[src/rtl/exp_sequencer_if.sv]
// Bundles the operand, engine and result signals of exp_sequencer.
// The master modport is the sequencer's view; the slave modport is the surrounding system's view.
interface exp_sequencer_if #(
  parameter int DEPTH = 4
);
  localparam int FILL_W = $clog2(DEPTH) + 1;

  logic              in_valid;
  logic [15:0]       in_x;
  logic              in_ready;
  logic              exp_start;
  logic [15:0]       exp_x;
  logic              exp_done;
  logic [1:0]        exp_int;
  logic [15:0]       exp_frac;
  logic              out_valid;
  logic [17:0]       out_data;
  logic              out_ready;
  logic              busy;
  logic [FILL_W-1:0] fill;
  logic              out_err;

  modport master (
    input  in_valid, in_x, exp_done, exp_int, exp_frac, out_ready,
    output in_ready, exp_start, exp_x, out_valid, out_data, busy, fill, out_err
  );

  modport slave (
    output in_valid, in_x, exp_done, exp_int, exp_frac, out_ready,
    input  in_ready, exp_start, exp_x, out_valid, out_data, busy, fill, out_err
  );
endinterface

[src/rtl/exp_sequencer.sv]
// Operand FIFO, start/done issue FSM and in-order result stream for the exponential engine.
// Optional watchdog: define EXP_SEQ_TIMEOUT_EN to abort a stuck operation after TIMEOUT cycles.
module exp_sequencer #(
  parameter int DEPTH   = 4,
  parameter int TIMEOUT = 255
) (
  input logic              clk,
  input logic              rst,
  exp_sequencer_if.master  bus
);
  localparam int PTR_W  = $clog2(DEPTH);
  localparam int FILL_W = PTR_W + 1;

  if (DEPTH < 2 || DEPTH > 16 || (DEPTH & (DEPTH - 1)) != 0 || TIMEOUT < 1 || TIMEOUT > 65535)
  begin : g_bad_params
    $error("exp_sequencer: DEPTH must be a power of two in 2..16 and TIMEOUT in 1..65535");
  end

  typedef enum logic [2:0] {
    IDLE, ISSUE, HOLD, WAIT_BUSY, WAIT_DONE, CAPTURE, OUT
  } state_t;

  state_t            state;
  logic [15:0]       mem [DEPTH];
  logic [PTR_W-1:0]  wr_ptr;
  logic [PTR_W-1:0]  rd_ptr;
  logic [FILL_W-1:0] fill_q;
  logic              push;
  logic              pop;

  logic              start_q;
  logic [15:0]       x_q;
  logic              valid_q;
  logic [17:0]       data_q;
  logic              busy_q;

`ifdef EXP_SEQ_TIMEOUT_EN
  localparam int WD_W = (TIMEOUT > 255) ? 16 : 8;
  localparam logic [WD_W-1:0] WD_LIMIT = WD_W'(TIMEOUT);
  logic [WD_W-1:0]   wd_cnt;
  logic              timed_out;
  logic              err_q;
`endif

  // in_ready depends only on registered occupancy, so a full FIFO never accepts
  // in the same cycle it is popped.
  assign bus.in_ready = (fill_q != FILL_W'(DEPTH));
  assign push         = bus.in_valid && bus.in_ready;
  assign pop          = (state == ISSUE);

  // NOTE: the storage array is deliberately not reset; pointers and fill alone define which entries are valid.
  always_ff @(posedge clk) begin
    if (push) mem[wr_ptr] <= bus.in_x;
  end

  // NOTE: sequential state uses non-blocking assignments so every register samples pre-edge values.
  always_ff @(posedge clk or posedge rst) begin
    if (rst) begin
      wr_ptr <= '0;
      rd_ptr <= '0;
      fill_q <= '0;
    end else begin
      if (push) wr_ptr <= wr_ptr + PTR_W'(1);
      if (pop)  rd_ptr <= rd_ptr + PTR_W'(1);
      case ({push, pop})
        2'b10:   fill_q <= fill_q + FILL_W'(1);
        2'b01:   fill_q <= fill_q - FILL_W'(1);
        default: fill_q <= fill_q;
      endcase
    end
  end

  always_ff @(posedge clk or posedge rst) begin
    if (rst) begin
      state   <= IDLE;
      start_q <= 1'b0;
      x_q     <= '0;
      valid_q <= 1'b0;
      data_q  <= '0;
      busy_q  <= 1'b0;
`ifdef EXP_SEQ_TIMEOUT_EN
      wd_cnt    <= '0;
      timed_out <= 1'b0;
      err_q     <= 1'b0;
`endif
    end else begin
      case (state)
        IDLE: begin
          if (fill_q != '0 && bus.exp_done) begin
            state   <= ISSUE;
            start_q <= 1'b1;
            x_q     <= mem[rd_ptr];
            busy_q  <= 1'b1;
          end
        end
        ISSUE: begin
          state   <= HOLD;
          start_q <= 1'b0;
        end
        // The engine loads x on the edge where it sees start low, so x_q stays put here.
        HOLD: begin
          state <= WAIT_BUSY;
`ifdef EXP_SEQ_TIMEOUT_EN
          wd_cnt <= '0;
`endif
        end
        WAIT_BUSY: begin
          if (!bus.exp_done) state <= WAIT_DONE;
`ifdef EXP_SEQ_TIMEOUT_EN
          else if (wd_cnt == WD_LIMIT) begin
            state     <= CAPTURE;
            timed_out <= 1'b1;
          end
          wd_cnt <= wd_cnt + WD_W'(1);
`endif
        end
        WAIT_DONE: begin
          if (bus.exp_done) state <= CAPTURE;
`ifdef EXP_SEQ_TIMEOUT_EN
          else if (wd_cnt == WD_LIMIT) begin
            state     <= CAPTURE;
            timed_out <= 1'b1;
          end
          wd_cnt <= wd_cnt + WD_W'(1);
`endif
        end
        CAPTURE: begin
          state   <= OUT;
          valid_q <= 1'b1;
`ifdef EXP_SEQ_TIMEOUT_EN
          data_q    <= timed_out ? 18'h3FFFF : {bus.exp_int, bus.exp_frac};
          err_q     <= timed_out;
          timed_out <= 1'b0;
`else
          data_q  <= {bus.exp_int, bus.exp_frac};
`endif
        end
        OUT: begin
          if (bus.out_ready) begin
            valid_q <= 1'b0;
            if (fill_q != '0) begin
              state   <= ISSUE;
              start_q <= 1'b1;
              x_q     <= mem[rd_ptr];
            end else begin
              state  <= IDLE;
              busy_q <= 1'b0;
            end
          end
        end
        default: begin
          state   <= IDLE;
          start_q <= 1'b0;
          valid_q <= 1'b0;
          busy_q  <= 1'b0;
        end
      endcase
    end
  end

  assign bus.exp_start = start_q;
  assign bus.exp_x     = x_q;
  assign bus.out_valid = valid_q;
  assign bus.out_data  = data_q;
  assign bus.busy      = busy_q;
  assign bus.fill      = fill_q;
`ifdef EXP_SEQ_TIMEOUT_EN
  assign bus.out_err   = err_q;
`else
  assign bus.out_err   = 1'b0;
`endif

endmodule

[src/flat_wrapper.sv]
// flat-port wrapper written by rule: the top's interface ports become plain ports
module exp_sequencer_flat 
#(
  parameter int DEPTH   = 4,
  parameter int TIMEOUT = 255
)
  (clk, rst, bus_in_valid, bus_in_x, bus_exp_done, bus_exp_int, bus_exp_frac, bus_out_ready, bus_in_ready, bus_exp_start, bus_exp_x, bus_out_valid, bus_out_data, bus_busy, bus_fill, bus_out_err);
  exp_sequencer_if #(.DEPTH(DEPTH)) bus_i ();
  input logic clk;
  input logic rst;
  input wire logic [$bits(bus_i.in_valid)-1:0] bus_in_valid;
  input wire logic [$bits(bus_i.in_x)-1:0] bus_in_x;
  input wire logic [$bits(bus_i.exp_done)-1:0] bus_exp_done;
  input wire logic [$bits(bus_i.exp_int)-1:0] bus_exp_int;
  input wire logic [$bits(bus_i.exp_frac)-1:0] bus_exp_frac;
  input wire logic [$bits(bus_i.out_ready)-1:0] bus_out_ready;
  output wire logic [$bits(bus_i.in_ready)-1:0] bus_in_ready;
  output wire logic [$bits(bus_i.exp_start)-1:0] bus_exp_start;
  output wire logic [$bits(bus_i.exp_x)-1:0] bus_exp_x;
  output wire logic [$bits(bus_i.out_valid)-1:0] bus_out_valid;
  output wire logic [$bits(bus_i.out_data)-1:0] bus_out_data;
  output wire logic [$bits(bus_i.busy)-1:0] bus_busy;
  output wire logic [$bits(bus_i.fill)-1:0] bus_fill;
  output wire logic [$bits(bus_i.out_err)-1:0] bus_out_err;
  assign bus_i.in_valid = bus_in_valid;
  assign bus_i.in_x = bus_in_x;
  assign bus_i.exp_done = bus_exp_done;
  assign bus_i.exp_int = bus_exp_int;
  assign bus_i.exp_frac = bus_exp_frac;
  assign bus_i.out_ready = bus_out_ready;
  assign bus_in_ready = bus_i.in_ready;
  assign bus_exp_start = bus_i.exp_start;
  assign bus_exp_x = bus_i.exp_x;
  assign bus_out_valid = bus_i.out_valid;
  assign bus_out_data = bus_i.out_data;
  assign bus_busy = bus_i.busy;
  assign bus_fill = bus_i.fill;
  assign bus_out_err = bus_i.out_err;
  exp_sequencer #(.DEPTH(DEPTH), .TIMEOUT(TIMEOUT)) u_core (.clk(clk), .rst(rst), .bus(bus_i));
endmodule
[config.mk]
export PLATFORM = sky130hd
export DESIGN_NAME = exp_sequencer_flat
export DESIGN_NICKNAME = d
export VERILOG_FILES = /design/src/rtl/exp_sequencer_if.sv /design/src/rtl/exp_sequencer.sv /design/src/flat_wrapper.sv
export SDC_FILE = /design/constraint.sdc
export NUM_CORES = 1
export LEC_CHECK = 0
export CAP_MARGIN = 40
export CORE_MARGIN = 2
export CORE_UTILIZATION = 50
export DETAILED_ROUTE_END_ITERATION = 8
export PLACE_DENSITY = 0.82
export SYNTH_ARGS = -nofsm -noshare
export SYNTH_HDL_FRONTEND = slang
export SYNTH_SLANG_ARGS = --single-unit
[constraint.sdc]
create_clock -name clk -period 2.3 [get_ports clk]
set_input_delay 0.575 -clock clk [delete_from_list [all_inputs] [get_ports clk]]
set_output_delay 0.575 -clock clk [all_outputs]
set_load 0.01 [all_outputs]
## Word-level counts from Yosys, hierarchy flattened

Memories as Yosys holds them, arrays and structs flattened.
Index checks and enable logic that the tools add are counted.
W data, S select, Z words.

| storage, ports and cells | value |
|---|---|
| bits in registers | 47 |
| latch bits | 0 |
| memory bits (writable) | 64 |
| ROM bits | 0 |
| input bits | 39 |
| output and inout bits | 42 |
| word-level logic and storage cells | 68 |
| memories kept | 1 |

Memories:

| memory | depth | bits a word | read ports | clocked after memory_dff | wr ports | RTL line | source |
|---|---|---|---|---|---|---|---|
| u_core.mem | 4 | 16 | 1 | 0 | 1 | exp_sequencer.sv:24 | `logic [15:0] mem [DEPTH];` |

| operators by class | value |
|---|---|
| add/subtract/negate cells | 4 |
| multiply operators | 0 |
| divide/modulo/power cells | 0 |
| magnitude comparators | 0 |
| equality and inequality tests | 15 |
| shifts and indexed selects | 0 |
| multiplexer cells | 22 |
| bitwise operators | 3 |
| reduce and logical (&&, ||, !) cells | 14 |

Operators by type and width:

| kind | number |
|---|---|
| $mux W16 | 3 |
| $pmux W16 S2 | 1 |
| $pmux W3 S7 | 1 |
| $reduce_and A4 Y1 | 4 |
| $mux W3 | 4 |
| $reduce_or A5 Y1 | 2 |
| $eq A3 B3 Y1 const B | 3 |
| $mux W1 | 9 |
| $pmux W1 S3 | 3 |
| $ne A2 B2 Y1 const B | 4 |
| $eq A3 B2 Y1 const B | 2 |
| $pmux W3 S2 | 1 |
| $add A2 B1 Y2 const B | 2 |
| $ne A2 B1 Y1 const B | 2 |
| $reduce_bool A2 Y1 | 2 |
| $reduce_or A4 Y1 | 1 |
| $add A3 B1 Y3 const B | 1 |
| $eq A3 B1 Y1 const B | 1 |
| $logic_not A3 Y1 | 1 |
| $ne A3 B3 Y1 const B | 1 |
| $not A1 Y1 | 3 |
| $reduce_bool A3 Y1 | 1 |
| $sub A3 B1 Y3 const B | 1 |
| $eq A2 B1 Y1 const B | 1 |
| 3 further kinds | 4 |

## Depth between registers and ports, before layout

Gate-level depths: netlist of run 1.

| logic depth | value |
|---|---|
| depth after elaboration | 4 |
| gate-level depth with buffers | 9 |
| depth with buffers taken out | 9 |

## Least setup slack after synthesis of run 1

OpenSTA, ideal clock, no wires.

| timing path | value |
|---|---|
| path type | reg-to-reg |
| from | register u_core.fill_q[0] (netlist: u_core.bus.fill[0]) |
| to | register u_core.fill_q[2] (netlist: u_core.bus.fill[2]) |
| library setup time | 0.079 ns |
| arrival time | 2.157 ns |
| required time | 2.221 ns |
| slack | 0.064 ns |
| cell stages (with the launch flop) | 10 |
| path buffers | 0 |
| period minus slack after synthesis | 2.236 ns |
| cells stage by stage | dfrtp_1 or3b_1 and2_1 inv_1 ha_1 inv_1 fa_1 xor2_1 nor2_1 xor2_1 |

| on the way | value |
|---|---|
| longest elaborated chain between the ends | 4 |
| elaborated cells on any way between the ends | 8 |
| classes of those cells | add/sub: 2; eq/ne: 3; mux: 1; reduce/logical: 2 |

RTL lines:

| item | RTL line | source |
|---|---|---|
| start, declared | exp_sequencer.sv:27 | `logic [FILL_W-1:0] fill_q;` |
| start signal, assigned | exp_sequencer.sv:66 | `2'b10: fill_q <= fill_q + FILL_W'(1);` |
| start signal, assigned | exp_sequencer.sv:67 | `2'b01: fill_q <= fill_q - FILL_W'(1);` |
| start signal, assigned | exp_sequencer.sv:68 | `default: fill_q <= fill_q;` |
| $ne A3 B3 Y1 (*) | exp_sequencer.sv:47 | `assign bus.in_ready = (fill_q != FILL_W'(DEPTH));` |
| via bus_in_ready | flat_wrapper.sv:17 | `output wire logic [$bits(bus_i.in_ready)-1:0] bus_in_ready;` |
| $logic_and A1 B1 Y1 (*) | exp_sequencer.sv:48 | `assign push = bus.in_valid && bus.in_ready;` |
| $eq A2 B1 Y1 / $eq A2 B2 Y1 (equally long branches) | exp_sequencer.sv:65 | `case ({push, pop})` |
| $pmux W3 S2 / $reduce_bool A2 Y1 (equally long branches) | -- |  |

Mark *: on every way through the listed nets, which the timed path passes. The rest lies on a longest branch.
A chain may end at the register's enable or synchronous reset.

## Worst setup path in the final report of run 1

| timing path | value |
|---|---|
| from | register u_core.fill_q[1] (netlist: u_core.bus.fill[1]) |
| to | register u_core.fill_q[2] (netlist: u_core.bus.fill[2]) |

| on the way | value |
|---|---|
| longest elaborated chain between the ends | 4 |
| elaborated cells on any way between the ends | 8 |
| classes of those cells | add/sub: 2; eq/ne: 3; mux: 1; reduce/logical: 2 |

RTL lines:

| item | RTL line |
|---|---|
| $ne A3 B3 Y1 | exp_sequencer.sv:47 |
| $logic_and A1 B1 Y1 | exp_sequencer.sv:48 |
| $eq A2 B1 Y1 / $eq A2 B2 Y1 (equally long branches) | exp_sequencer.sv:65 |
| $pmux W3 S2 / $reduce_bool A2 Y1 (equally long branches) | -- |

Several ways; a longest one is shown, not always the timed one.

==> impl_metrics.csv, run 1 <==
group,metric,value,unit
status,status,"finished clean",
clocking,cts_root_buf,"clkbuf_8",
layout,seq_area,0.00310,mm^2
route,vias,2308,
setup_path,arrival,2.42,ns
setup_path,worstSetupPathType,"reg2reg",
timing,period_share,93.2,%
setup_path,cp.required,2.58,ns
clocking,clk_pin_slew,0.09,ns
layout,syn_to_final_growth,28.8,%
clocking,cts_buffers,9,
pwr,leakage,2.16,nW
timing,rsz0062_at_grt,"no",
route,routedWlPerCell,17.2,um
floorplanning,core_region_area,0.00859,mm^2
timing,fin_skew,0.00647,ns
synthesis,netlist_area,0.00437,mm^2
timing,min_period,2.14,ns
synthesis,syn_nets,276,
pwr,power_density,1260,mW/mm^2
layout,layout.nets,377,
layout,n_fill_cell,593,
floorplanning,initial_core_util,50.9,%
global_route,grt_usage,16.7,%
setup_path,start_kind,"flip-flop",
layout,layout_commonest_cell,"clkdlybuf4s50_1",
route,drc_errors,0,
synthesis,synth-edff-count,64,
global_route,grt_max_degree,48,
layout,final_cell_mix,"78 x clkdlybuf4s50_1, 64 x edfxtp_1, 47 x dfrtp_1, 26 x mux2_2, 19 x buf_4",
timing,hold_violations,0,
timing,max_freq,0.467,GHz
route,wl,7.67,mm
place,place_ws,-0.163,ns
setup_path,cp-end-kind,"flip-flop",
global_route,grt_pass1_wl,12.3,mm
floorplanning,std_cell_rows,34,
pwr,ir_worst_vdd,0.659,mV
synthesis,synth_flop_cell,"edfxtp_1",
layout,postLayoutCellArea,0.00563,mm^2
synthesis,ys_ff_latch,111,
floorplanning,die_y,97.5,um
min_path,min_path_type,"reg2reg",
layout,diodes,0,
clocking,cts_sinks,111,
floorplanning,fp.dieArea,0.00950,mm^2
route,ant_nets,0,
global_route,antenna_found_initial,0,
timing,setup_viol,0,
floorplanning,die_x,97.5,um
floorplanning,io_pins,81,
route,via_per_inst,5.19,
place,dp_hpwl,5.14,mm
run,maxCapViolations,0,
synthesis,synth_cell_type_count,39,
synthesis,syn_inst,231,
place,gp_congestion,0.786,
place,portBuffers,79,
synthesis,ys_warn_count,0,
route,firstDrtPassIters,4,
timing,finalMaxSlewViolations,0,
synthesis,seq_area_frac_synth,70.9,%
synthesis,ys_async_sr_fraction,42.3,%
global_route,gr-total-overflow,0,
setup_path,crit_fanout,6,
clocking,clk_path_buf_depth,2,
synthesis,avgSynthCellArea,18.9,um^2
clocking,clk_latency,0.35,ns
place,dpl_cell_area,0.00540,mm^2
clocking,cts.htree.levels,3,
route,drtIter0Drc,103,
layout,multiInputGateArea,0.00118,mm^2
layout,drive_gt1_share,27.6,%
timing,fin_ws,0.157,ns
clocking,cts_tree,"built",
global_route,grt_pass1_vias,2428,
[where the power goes]
part | total (W) | internal (W) | switching, W
clock | 0.00114 | 0.000559 | 0.000582
sequential | 0.00309 | 0.00278 | 0.000303
combinational | 0.00285 | 0.00169 | 0.00115
total | 0.00708 | 0.00504 | 0.00204
[metrics by stage]
| step | total power (W) | cells | util, % | TNS (ns) | hold WS (ns) |
|---|---|---|---|---|---|
| 2_1_floorplan | 0.00471 | 231 | - | 0 | 0.534 |
| 3_3_place_gp | 0.00588 | 427 | 62.8 | -1.74 | 0.485 |
| 3_5_place_dp | 0.00599 | 427 | 62.8 | -2.14 | 0.492 |
| 4_1_cts | 0.00715 | 443 | 65.3 | 0 | 0.514 |
| 5_1_grt | 0.00746 | 445 | 65.5 | 0 | 0.526 |
| 6_report | 0.00708 | 445 | 65.5 | 0 | 0.511 |
[state kept, by name, summed over array words and instances (netlist names)]
name,count
u_core.bus.busy,1
u_core.bus.exp_start,1
u_core.bus.exp_x,16
u_core.bus.fill,3
u_core.bus.out_data,18
u_core.bus.out_valid,1
u_core.mem,64
u_core.rd_ptr,2
u_core.state,3
u_core.wr_ptr,2
[kinds of logic (layout without fill, tap and decap cells)]
family,after synthesis,count (layout),share of synthesized area (%)
compound gates,12,12,2.18
xor+xnor,7,7,1.40
fa+ha+maj,6,6,1.89
buf+inv,19,125,2.23
flops,111,111,70.9
mux,52,52,18.3
other cells,1,1,0.0858
simple gates,23,23,3.06
[cells in the mapped netlist, drive strengths merged (2+ instances only)]
| master | n | area share [%] |
|---|---|---|
| xnor2 | 4 | 0.80 |
| nor2b | 2 | 0.29 |
| mux2 | 35 | 9.8 |
| nor3 | 2 | 0.23 |
| ha | 5 | 1.4 |
| or3b | 2 | 0.46 |
| dfrtp | 47 | 27 |
| a211oi | 2 | 0.63 |
| edfxtp | 64 | 44 |
| clkbuf | 2 | 0.17 |
| nand2 | 4 | 0.34 |
| xor2 | 3 | 0.60 |
| mux4 | 16 | 8.2 |
| a21boi | 2 | 0.34 |
| and3 | 4 | 0.57 |
| inv | 9 | 0.77 |
| nor2 | 3 | 0.26 |
| a21oi | 3 | 0.34 |
| buf | 8 | 1.3 |
[worst paths after layout]
kind	slack [ns]	from	to	cells after the start
max	0.16	u_core.bus.fill[1]	u_core.bus.fill[2]	9
min	0.51	u_core.bus.out_data[10]	u_core.bus.out_data[10]	1
max reg2reg	0.16	u_core.bus.fill[1]	u_core.bus.fill[2]	9
min reg2reg	0.51	u_core.bus.out_data[10]	u_core.bus.out_data[10]	1
max in group asynchronous	1.50	rst	u_core.bus.exp_x[12]	3
min in group asynchronous	0.58	rst	u_core.bus.out_data[1]	3
[cell type report]
cell class                 instances  share of cell area (%)
tap                              108                    2.40
clock buffer                      15                    3.56
clock inverter                     1                   0.133
sequential                       111                    55.0
inverter                           9                   0.600
timing repair buffer             100                    17.3
multi-input combinational        101                    20.9
[worst max-delay path: stages, from the launching register on]
cell	delay, ns
dfrtp_1	0.42
or3b_4	0.42
and2_1	0.19
inv_1	0.05
ha_1	0.17
inv_1	0.06
fa_1	0.37
xor2_1	0.15
nor2_1	0.11
xor2_1	0.14
[what timing repair did]
action | 4_1_cts | 5_1_grt
pin swaps | 0 | 0
hold buffers | 0 | 0
setup endpoints to repair | 1 | 2
gates resized for setup | 1 | 1
setup buffers | 0 | 2
[routing by layer]
layer | wire (um) | vias to the layer above | GRT usage [%]
met5 | 0 | - | 0
met4 | 48 | 0 | 4.17
met3 | 440 | 4 | 4.82
met2 | 3860 | 78 | 28.4
met1 | 3320 | 1161 | 21.3
li1 | - | 1065 | -
(Power assumes the default switching activity.)
==> inputs of run 2 (changes only) <==
--- a/config.mk
+++ b/config.mk
@@ -6,10 +6,10 @@
 export NUM_CORES = 1
 export LEC_CHECK = 0
 export CAP_MARGIN = 40
-export CORE_MARGIN = 2
 export CORE_UTILIZATION = 50
 export DETAILED_ROUTE_END_ITERATION = 8
 export PLACE_DENSITY = 0.82
+export SLEW_MARGIN = 20
 export SYNTH_ARGS = -nofsm -noshare
 export SYNTH_HDL_FRONTEND = slang
 export SYNTH_SLANG_ARGS = --single-unit
==> impl_metrics.csv, run 2 (synthesis results as in run 1) <==
group,metric,value,unit
place,portBuffers,79,
global_route,grt_max_degree,48,
clocking,hold_buffers,0,
setup_path,cp-end-kind,"flip-flop",
timing,hold_ws,0.512,ns
layout,diodes,0,
global_route,met3_usage,5.26,%
clocking,cts_tree,"built",
global_route,grt_pass1_wl,11.6,mm
route,ant_nets,0,
pwr,ir_worst_vdd,0.638,mV
floorplanning,core_region_area,0.00834,mm^2
setup_path,critPathCapture,"u_core.bus.fill[2]",
timing,fin_skew,0.00581,ns
floorplanning,die_x,95.5,um
clocking,cts_sinks,111,
route,routedWlPerCell,16.6,um
clocking,cts_setup_buffers,0,
layout,final_cell_mix,"78 x clkdlybuf4s50_1, 64 x edfxtp_1, 47 x dfrtp_1, 26 x mux2_2",
layout,layout_commonest_cell,"clkdlybuf4s50_1",
clocking,clk_path_buf_depth,2,
floorplanning,initial_core_util,52.4,%
pwr,leakage,2.13,nW
layout,drive_gt1_share,26.9,%
setup_path,critPathLaunch,"u_core.bus.fill[1]",
layout,postLayoutCellArea,0.00557,mm^2
global_route,use_met2,30.7,%
route,drc_errors,0,
pwr,power.switching,0.00201,W
global_route,gr-total-overflow,0,
global_route,grt_usage,17.6,%
clocking,cts_resized,1,
place,dpl_cell_area,0.00539,mm^2
clocking,clk_pin_slew,0.09,ns
setup_path,rr_endpoint,"u_core.bus.fill[2]",
status,status,"finished clean",
pwr,clkPwrFrac,14.9,%
setup_path,crit_fanout,6,
setup_path,reg2reg_depth,9,
floorplanning,fp.dieArea,0.00912,mm^2
pwr,power_density,1240,mW/mm^2
pwr,intPower,0.00491,W
timing,tightest_slew,0.552,ns
timing,setup_viol,0,
global_route,grt_pass1_vias,2369,
route,drtIter0Drc,104,
clocking,cts_root_buf,"clkbuf_8",
run,maxCapViolations,0,
route,via_per_inst,5.19,
floorplanning,std_cell_rows,33,
place,dp_hpwl,4.95,mm
global_route,met1_usage,21.1,%
place,gp_congestion,0.666,
layout,syn_to_final_growth,27.4,%
min_path,min_path_type,"reg2reg",
clocking,cts_buffers,9,
setup_path,r2r-start,"u_core.bus.fill[1]",
layout,largest_reg_flops,64,
setup_path,arrival,2.44,ns
clocking,clk_latency,0.35,ns
setup_path,cp.required,2.58,ns
setup_path,worstSetupPathType,"reg2reg",
pwr,swShare,29.0,%
setup_path,start_kind,"flip-flop",
timing,min_period,2.16,ns
timing,period_share,93.8,%
timing,max_freq,0.463,GHz
clocking,cts.htree.levels,3,
pwr,sequentialPowerShare,44.7,%
min_path,hold-path-cell-count,1,
timing,rsz0062_at_grt,"no",
route,firstDrtPassIters,4,
global_route,antenna_found_initial,0,
route,vias,2280,
timing,hold_violations,0,
timing,finalMaxSlewViolations,0,
setup_path,rrSetupSlack,0.14,ns
floorplanning,io_pins,81,
layout,layout.nets,374,
layout,top_register,"u_core.mem",
route,wl,7.30,mm
global_route,grt-busiest-layer,"met2",
timing,relSlewSlack,62.9,%
pwr,p_comb_share,40.4,%
floorplanning,die_y,95.5,um
run 2: changes by cell type in the layout (fill, tap and decap cells not counted):
cell,before,now
buf_4,19,16
clkbuf_16,1,0
clkbuf_2,2,0
clkbuf_4,0,1
clkbuf_8,12,11
clkinv_2,0,4
clkinvlp_4,1,0
dlygate4sd2_1,0,1
dlymetal6s2s_1,1,0
run 2: worst max-delay path, stage by stage, from the launching register on:
cell     delay [ns]
dfrtp_1        0.42
or3b_4         0.41
and2_1         0.19
inv_1          0.06
ha_1           0.17
inv_1          0.06
fa_1           0.37
xor2_1         0.15
nor2_1         0.11
xor2_1         0.15
run 2: per-stage QoR:
stage          total power [W]  instances  setup slack (ns)  utilization (%)  TNS, ns
2_1_floorplan          0.00471        231            0.0635                -        0
3_3_place_gp           0.00586        423            -0.132             64.6    -1.79
3_5_place_dp           0.00598        423            -0.143             64.6    -1.77
4_1_cts                0.00701        439            0.0918             66.7        0
5_1_grt                0.00736        439            0.0234             66.8        0
6_report               0.00692        439             0.142             66.8        0
run 2: worst min-delay path by stage:
| stage | to | slack, ns | start |
|---|---|---|---|
| 6_report | u_core.bus.out_data[14] | 0.51 | u_core.bus.out_data[14] |
| 5_1_grt | u_core.bus.exp_x[13] | 0.53 | u_core.bus.exp_x[13] |
| 4_1_cts | u_core.bus.out_data[14] | 0.52 | u_core.bus.out_data[14] |
| 3_5_place_dp | u_core.bus.out_data[14] | 0.49 | u_core.bus.out_data[14] |
| 3_3_place_gp | u_core.bus.out_data[17] | 0.49 | u_core.bus.out_data[17] |
| 2_1_floorplan | u_core.wr_ptr[1] | 0.53 | u_core.wr_ptr[1] |
run 2: power groups by stage:
stage	combinational (W)	sequential [W]	clock [W]
2_1_floorplan	0.00147	0.00324	0
3_3_place_gp	0.00275	0.00310	0
3_5_place_dp	0.00284	0.00314	0
4_1_cts	0.00284	0.00310	0.00107
5_1_grt	0.00304	0.00316	0.00116
6_report	0.00280	0.00309	0.00103
run 2: area by class of cell:
class / instances / area, um^2
Multi-Input combinational cell: 101 / 1180
Inverter: 9 / 33.8
Tap cell: 105 / 131
Sequential cell: 111 / 3100
Clock inverter: 4 / 20.0
Clock buffer: 12 / 159
Fill cell: 569 / 2770
Timing Repair Buffer: 97 / 950
run 2: routing by layer:
layer	share of wire [%]	routed length, um	vias up
met2	49	3610	77
met5	0	0	-
met3	7.5	550	8
met1	42	3070	1137
met4	0.96	70	0
li1	-	-	1058
==> inputs of run 3 (changes only) <==
--- a/config.mk
+++ b/config.mk
@@ -8,7 +8,8 @@
 export CAP_MARGIN = 40
 export CORE_UTILIZATION = 50
 export DETAILED_ROUTE_END_ITERATION = 8
-export PLACE_DENSITY = 0.82
+export DONT_BUFFER_PORTS = 1
+export PLACE_DENSITY = 0.7
 export SLEW_MARGIN = 20
 export SYNTH_ARGS = -nofsm -noshare
 export SYNTH_HDL_FRONTEND = slang
==> impl_metrics.csv, run 3 (synthesis results as in run 1) <==
group,metric,value,unit
global_route,antenna_found_initial,0,
layout,postLayoutCellArea,0.00478,mm^2
route,drc_errors,0,
timing,tns,0,ns
route,via_per_inst,5.55,
clocking,clk_latency,0.35,ns
timing,fin_skew,0.00744,ns
route,drtIter0Drc,74,
clocking,cts_sinks,111,
layout,layout_commonest_cell,"edfxtp_1",
place,portBuffers,0,
route,firstDrtPassIters,4,
timing,hold_violations,0,
timing,fin_ws,0.126,ns
route,ant_nets,0,
setup_path,worstSetupPathType,"reg2reg",
setup_path,slowest_delay,0.39,ns
clocking,cts_resized,0,
global_route,grt_max_degree,48,
place,place_ws,0.127,ns
clocking,cts_tree,"built",
global_route,grt_pass1_wl,10.6,mm
floorplanning,initial_core_util,52.4,%
timing,period_share,94.5,%
floorplanning,fp.dieArea,0.00912,mm^2
min_path,min_path_type,"in2async",
place,gp_congestion,0.681,
floorplanning,die_y,95.5,um
timing,min_period,2.17,ns
timing,rsz0062_at_grt,"no",
run,maxCapViolations,0,
clocking,clk_path_buf_depth,2,
global_route,grt_pass1_vias,2112,
clocking,cts_setup_buffers,0,
layout,layout.nets,293,
place,dp_hpwl,4.39,mm
pwr,ir_worst_vdd,0.552,mV
setup_path,start_kind,"flip-flop",
timing,tightest_slew,0.594,ns
floorplanning,die_x,95.5,um
pwr,leakage,1.82,nW
layout,drive_gt1_share,34.4,%
floorplanning,io_pins,81,
setup_path,arrival,2.45,ns
global_route,grt_usage,16.3,%
route,wl,6.68,mm
global_route,gr-total-overflow,0,
route,routedWlPerCell,18.6,um
setup_path,rrSetupSlack,0.13,ns
route,vias,1986,
layout,diodes,0,
pwr,power_density,1300,mW/mm^2
floorplanning,std_cell_rows,33,
setup_path,crit_fanout,3,
layout,largest_reg_flops,64,
setup_path,slowest_stage,"or3b_1",
clocking,cts_root_buf,"clkbuf_8",
clocking,cts_buffers,9,
clocking,hold_buffers,0,
timing,finalMaxSlewViolations,0,
setup_path,cp-end-kind,"flip-flop",
layout,top_register,"u_core.mem",
timing,hold_ws,0.249,ns
layout,syn_to_final_growth,9.45,%
layout,final_cell_mix,"64 x edfxtp_1, 47 x dfrtp_1, 26 x mux2_2, 16 x mux4_2, 11 x buf_4",
timing,setup_viol,0,
timing,relSlewSlack,60.1,%
timing,max_freq,0.460,GHz
status,status,"finished clean",
setup_path,cp.required,2.58,ns
place,dpl_cell_area,0.00456,mm^2
clocking,cts.htree.levels,3,
floorplanning,core_region_area,0.00834,mm^2
clocking,clk_pin_slew,0.10,ns
setup_path,path_cells,"or3b_1, and2_1, inv_1, ha_1, inv_1, fa_1, xor2_1, nor2_1, xor2_1",
run 3: layout make-up:
| class | instances | area (um^2) |
|---|---|---|
| Clock buffer | 11 | 163 |
| Clock inverter | 5 | 27.5 |
| Fill cell | 624 | 3560 |
| Inverter | 9 | 33.8 |
| Multi-Input combinational cell | 101 | 1170 |
| Sequential cell | 111 | 3100 |
| Tap cell | 105 | 131 |
| Timing Repair Buffer | 16 | 155 |
run 3: per-layer routing:
layer	GRT usage [%]	routed length [um]
met5	0	0
met4	5.35	80
met3	7.02	658
met2	27.8	3360
met1	18.3	2580
run 3: final timing paths:
path	end	cells past startpoint	from
hold / removal	u_core.bus.out_data[7]	2	rst
setup / recovery	u_core.bus.fill[2]	9	u_core.bus.fill[0]
setup reg to reg	u_core.bus.fill[2]	9	u_core.bus.fill[0]
hold reg to reg	u_core.wr_ptr[1]	1	u_core.wr_ptr[1]
max in group asynchronous	u_core.bus.exp_x[7]	2	rst
min in group clk	u_core.mem[3][2]	0	bus_in_x[2]
run 3: worst max-delay path: cells and delay by family (launching register included):
family / cells / cell delay (ns)
simple gates: 3 / 0.71
xor+xnor: 2 / 0.32
fa+ha+maj: 2 / 0.55
buf+inv: 2 / 0.12
flops: 1 / 0.38
run 3: stage by stage:
stage / total power [W] / instances / utilization (%)
floorplan: 0.00471 / 231 / -
global placement: 0.00511 / 338 / 54.4
detailed placement: 0.00520 / 339 / 54.6
CTS: 0.00629 / 355 / 56.9
global route: 0.00664 / 358 / 57.4
finish: 0.00623 / 358 / 57.4
run 3: where the power goes:
| group | total, W | internal, W | leakage [nW] | switching (W) |
|---|---|---|---|---|
| registers | 0.00328 | 0.00279 | 1.14 | 0.000496 |
| clock network | 0.00110 | 0.000486 | 0.105 | 0.000611 |
| logic | 0.00185 | 0.00104 | 0.576 | 0.000816 |
| total | 0.00623 | 0.00431 | 1.82 | 0.00192 |
